### src/rtl/ifetch_block.sv
// Instruction-fetch stage: fetch PC, 1-cycle synchronous imem interface and IF/ID register.
// A one-entry skid buffer catches the word that lands while decode is stalled.
module ifetch_block #(
  parameter int              PC_W     = 16,
  parameter logic [PC_W-1:0] RESET_PC = '0,
  parameter logic [5:0]      HALT_OP  = 6'b111111
) (
  input  logic            clk,
  input  logic            reset,
  input  logic            stall,
  input  logic            br_taken,
  input  logic [PC_W-1:0] br_target,
  output logic            imem_en,
  output logic [PC_W-1:0] imem_addr,
  input  logic [31:0]     imem_rdata,
  output logic [31:0]     ins,
  output logic            ins_valid,
  output logic [PC_W-1:0] pc_id,
  output logic            halted
);

  typedef enum logic {RUN, HALT} state_t;
  state_t state, state_d;

  logic [PC_W-1:0] pc_f, pend_pc, hold_pc;
  logic            pend_v, hold_v;
  logic [31:0]     hold_ins;

  logic            src_v, src_halt;
  logic [31:0]     src_ins;
  logic [PC_W-1:0] src_pc;

  // The skid entry is always older than anything arriving on imem_rdata.
  always_comb begin
    src_v    = hold_v | pend_v;
    src_ins  = hold_v ? hold_ins : imem_rdata;
    src_pc   = hold_v ? hold_pc  : pend_pc;
    src_halt = src_v && (src_ins[31:26] == HALT_OP);
  end

  always_comb begin
    state_d = state;
    if (br_taken)                state_d = RUN;
    else if (!stall && src_halt) state_d = HALT;
  end

  assign imem_en   = !reset && (state == RUN) && !stall;
  assign imem_addr = pc_f;
  assign halted    = (state == HALT);

  always_ff @(posedge clk) begin
    state <= reset ? RUN : state_d;
  end

  always_ff @(posedge clk) begin
    if (reset) begin
      pc_f      <= RESET_PC;
      pend_v    <= 1'b0;
      hold_v    <= 1'b0;
      ins       <= '0;
      ins_valid <= 1'b0;
      pc_id     <= '0;
    end else if (br_taken) begin
      pc_f      <= br_target;
      pend_v    <= 1'b0;
      hold_v    <= 1'b0;
      ins       <= '0;
      ins_valid <= 1'b0;
    end else if (stall) begin
      if (pend_v) begin
        hold_ins <= imem_rdata;
        hold_pc  <= pend_pc;
        hold_v   <= 1'b1;
        pend_v   <= 1'b0;
      end
    end else begin
      hold_v    <= 1'b0;
      ins       <= src_v ? src_ins : 32'h0;
      ins_valid <= src_v;
      if (src_v) pc_id <= src_pc;
      if (src_halt) begin
        // Younger word already requested is dropped; resume point is past the halt.
        pend_v <= 1'b0;
        pc_f   <= src_pc + PC_W'(1);
      end else begin
        pend_v  <= imem_en;
        pend_pc <= pc_f;
        if (imem_en) pc_f <= pc_f + PC_W'(1);
      end
    end
  end

endmodule

### config.mk
export PLATFORM = sky130hd
export DESIGN_NAME = ifetch_block
export DESIGN_NICKNAME = d
export VERILOG_FILES = /design/src/rtl/ifetch_block.sv
export SDC_FILE = /design/constraint.sdc
export NUM_CORES = 1
export LEC_CHECK = 0
export ABC_CLOCK_PERIOD_IN_PS = 3990
export BUFFER_PORTS_ARGS = -buffer_cell sky130_fd_sc_hd__buf_2
export CORE_MARGIN = 3
export CORE_UTILIZATION = 54
export CTS_CLUSTER_SIZE = 30
export DETAILED_ROUTE_END_ITERATION = 8
export GPL_TIMING_DRIVEN = 1
export HOLD_SLACK_MARGIN = 0.03
export PLACE_DENSITY_LB_ADDON = 0.15
export SLEW_MARGIN = 30
export SYNTH_ARGS = -nofsm -noshare
export SYNTH_HDL_FRONTEND = slang
export SYNTH_SLANG_ARGS = --single-unit
### constraint.sdc
create_clock -name clk -period 3.99 [get_ports clk]
set_input_delay 0.798 -clock clk [delete_from_list [all_inputs] [get_ports clk]]
set_output_delay 0.798 -clock clk [all_outputs]
set_load 0.005 [all_outputs]
==> impl_metrics.yaml <==
critical_path:
  cp_max_delay_cell: "sky130_fd_sc_hd__dfxtp_4"
  path_delay_family: "simple AND/OR/NAND/NOR gates"
  buffers_inverters_on_critical_path: 1
  critPathLaunchType: "flip-flop"
  timing.critical_path.fanout_max: 40
  timing.setup.critical_path_class: "flip-flop to flip-flop"
  crit_required_ps: 4380
  endpoint_kind: "flip-flop"
  cp.arrival_ps: 3640
  path_cells: "and4_4 -> nand4_1 -> nand2_2 -> mux2_2 -> ha_1 -> inv_1 -> a221oi_1 -> xnor2_1 -> o21ai_1 -> a2111oi_1"
  crit_path_max_incr_delay_ps: 640
power:
  combinational_fraction_of_design_power_pct: 5.4
  power_switching_share_pct: 21.80
  net-switching-power_uw: 706.0
  cellPowerDensity_nw_per_um2: 468.6
  power.share.clock_pct: 48.9
  power.leakage_uw: 0.002636
  intPower_uw: 2532
  share_seq_of_total_power_pct: 45.7
  vdd_drop_max_mv: 0.2668
drt:
  post_drt_via_cell_ratio: 5.711
  detail_route.iter0.violations: 321
  route.detailed.wl_per_inst_um: 17.43
  met1_length_mm: 6.240
  drc: 0
  drt_pre_antenna_iters: 5
  route.met2.wl_mm: 5.850
  route.vias.total: 4375
  detail_route.wirelength_mm: 13.35
  ant_nets_after_route: 0
  top_signal_layer_used: "met4"
  routed-wl-met3_mm: 1.003
finish:
  final_util_pct: 69.42
  share_of_layout_cells_above_drive_strength_1_pct: 27.80
  layout.filler_cells: 766
  antenna_cells_inserted: 0
  area_growth_pct: 22.79
  layoutNonFillerInstCount: 766
  final_net_count: 673
clock_tree:
  cts_buffers: 17
  cts.path.max_buffers: 2
  cts-htree-levels: 4
  worst_setup_hold_path_clk_slew_ps: 60
  cts_tree: "done"
  clock-sinks: 132
  cts_root_buffer: "sky130_fd_sc_hd__clkbuf_8"
  postCtsSetupBuffers: 0
  clock_insertion_delay_worst_skew_ps: 520
  cts-hold-fix-buffers: 0
  cts_repair_resize_count: 0
placement:
  placedCellCount: 734
  port_buffers: 118
  place_congestion: 0.9522
  half_perimeter_wire_length_after_placement_mm: 9.325
sta:
  actual_slew_at_the_worst_max_slew_pin_ps: 761.1
  timing_max_transition_violations_final: 0
  final.period_utilization_pct: 81.41
  rsz_0062_raised_after_global_routing: "false"
  total_negative_slack_ps: 0
  tmin_final_ps: 3248
  max_freq_mhz: 307.9
  finalSetupViolations: 0
  skew_ps: 9.364
  timing.max_slew.rel_slack_pct: 49.26
  final-hold-violation-count: 0
floorplanning:
  die_w_um: 108.1
  pin_count: 119
  num_rows: 36
  fp.dieArea_um2: 11680
  start_util_pct: 56.54
  die-height_um: 108.1
  core_area_um2: 9955
logic_synthesis:
  postSynthRegisterBits: 132
  net_count_of_the_mapped_netlist: 561
  synth_edf_count: 64
  synth_area_per_cell_um2: 11.08
  yosys.cell_types.count: 57
  yosys_most_used_dff: "sky130_fd_sc_hd__dfxtp_1"
  number_of_synthesis_warnings: 0
  synth_cells: 508
  syn-cell-area_um2: 5628
  async_flop_share_pct: 0
  synth_sequential_area_ratio_pct: 58.34
job:
  drv_cap: 0
min_path:
  worst_hold_path_type: "flip-flop to flip-flop"
outcome:
  run_status: "finished clean"
global_routing:
  grt_pass1_vias: 4197
  grt_start_max_net_pins: 41
  grt_pass1_wl_mm: 21.75
  grt_overflow: 0
  grt_util_all_layers_pct: 23.94
  antenna_violations_before_repair: 0
[worst register-to-register path: stages, from the launching register on]
cell                        delay [ps]
sky130_fd_sc_hd__dfxtp_4           640
sky130_fd_sc_hd__and4_4            320
sky130_fd_sc_hd__nand4_1           280
sky130_fd_sc_hd__nand2_2           260
sky130_fd_sc_hd__mux2_2            210
sky130_fd_sc_hd__ha_1              310
sky130_fd_sc_hd__inv_1             100
sky130_fd_sc_hd__a221oi_1          290
sky130_fd_sc_hd__xnor2_1           180
sky130_fd_sc_hd__o21ai_1            90
sky130_fd_sc_hd__a2111oi_1         440
[per-layer routing]
layer  vias up  GRT usage (%)
met2       191          35.35
met3        27          5.552
met5         -              0
met4         0          8.566
li1       2105              -
met1      2052          34.69
[kinds of logic after synthesis]
| kind of cell | synth area share (%) |
|---|---|
| AOI/OAI and AO/OA | 13.23 |
| DFF | 58.34 |
| xor gates and xnor gates | 2.179 |
| and+or+nand+nor | 12.61 |
| buffers and inverters | 3.157 |
| muxes | 10.27 |
| adders and majority gates | 0.2223 |
[per-stage QoR]
step | hold WS (ps) | power [uW] | area, um2 | setup WS (ps)
finish | 445.6 | 3238 | 6910 | 741.9
global route | 442.2 | 3342 | 6910 | 591.4
CTS | 444.1 | 3255 | 6907 | 788.0
detailed placement | 433.7 | 1679 | 6299 | 584.3
global placement | 427.2 | 1672 | 6297 | 770.1
floorplan | 422.2 | 1597 | 5628 | 464.0
[cell type report]
type | count | area, um2 | area share, %
clock buffers | 21 | 460.4 | 6.663
repair buffers | 125 | 643.1 | 9.307
multi-input cells | 337 | 2180 | 31.54
flip-flops and latches | 132 | 3287 | 47.56
clock inverters | 11 | 147.6 | 2.137
inverters | 7 | 26.28 | 0.3802
well taps | 133 | 166.4 | 2.408
[state kept, by name (all words and copies together), names as in the netlist]
| signal | flops |
|---|---|
| pend_v | 1 |
| pend_pc | 16 |
| hold_ins | 32 |
| hold_v | 1 |
| imem_addr | 16 |
| hold_pc | 16 |
| ins | 32 |
| ins_valid | 1 |
| halted | 1 |
| pc_id | 16 |
[power groups by stage]
stage	Combinational [uW]	Sequential [uW]	Clock [uW]
after floorplan	97.7	1500	0
after global placement	167	1510	0
after detailed placement	172	1510	0
after CTS	174	1480	1600
after global routing	192	1480	1670
final	174	1480	1580
[cells in the final DEF (no fill, tap or decap), drive strengths merged, types with 7 or more instances in the layout]
| master | n |
|---|---|
| mux2i | 51 |
| a21oi | 23 |
| clkbuf | 21 |
| dfxtp | 68 |
| o21ai | 52 |
| nor2 | 33 |
| nand3 | 12 |
| buf | 125 |
| inv | 10 |
| xor2 | 9 |
| nand4 | 7 |
| nand2 | 53 |
| nor3 | 13 |
| edfxtp | 64 |
| a211oi | 18 |
[path summary, 6_finish.rpt]
kind                            startpoint       endpoint  slack (ps)  depth (start not counted)
worst max-delay path                hold_v  imem_addr[10]         740                         10
worst min-delay path                ins[5]         ins[5]         450                          2
worst max register to register      hold_v  imem_addr[10]         740                         10
worst min register to register      ins[5]         ins[5]         450                          2
[cells in the mapped netlist, types with 3 or more instances]
library cell	n	share of area (%)
sky130_fd_sc_hd__a211oi_1	18	2.4
sky130_fd_sc_hd__a21oi_1	21	1.9
sky130_fd_sc_hd__a22oi_1	3	0.40
sky130_fd_sc_hd__a31oi_1	4	0.44
sky130_fd_sc_hd__and3_1	3	0.33
sky130_fd_sc_hd__buf_2	10	0.89
sky130_fd_sc_hd__buf_4	3	0.40
sky130_fd_sc_hd__clkbuf_1	18	1.2
sky130_fd_sc_hd__dfxtp_1	68	24
sky130_fd_sc_hd__edfxtp_1	64	34
sky130_fd_sc_hd__inv_1	7	0.47
sky130_fd_sc_hd__mux2_2	5	1.0
sky130_fd_sc_hd__mux2i_1	51	9.1
sky130_fd_sc_hd__nand2_1	52	3.5
sky130_fd_sc_hd__nand3_1	12	1.1
sky130_fd_sc_hd__nand3b_1	3	0.40
sky130_fd_sc_hd__nand4_1	7	0.78
sky130_fd_sc_hd__nor2_1	33	2.2
sky130_fd_sc_hd__nor2b_1	4	0.44
sky130_fd_sc_hd__nor3_1	10	0.89
sky130_fd_sc_hd__nor3_2	3	0.53
sky130_fd_sc_hd__o21ai_0	28	2.5
sky130_fd_sc_hd__o21ai_1	24	2.1
sky130_fd_sc_hd__or3_1	3	0.33
sky130_fd_sc_hd__xnor2_1	5	0.78
sky130_fd_sc_hd__xor2_1	9	1.4
No activity file was read; power rests on OpenSTA's default activity.
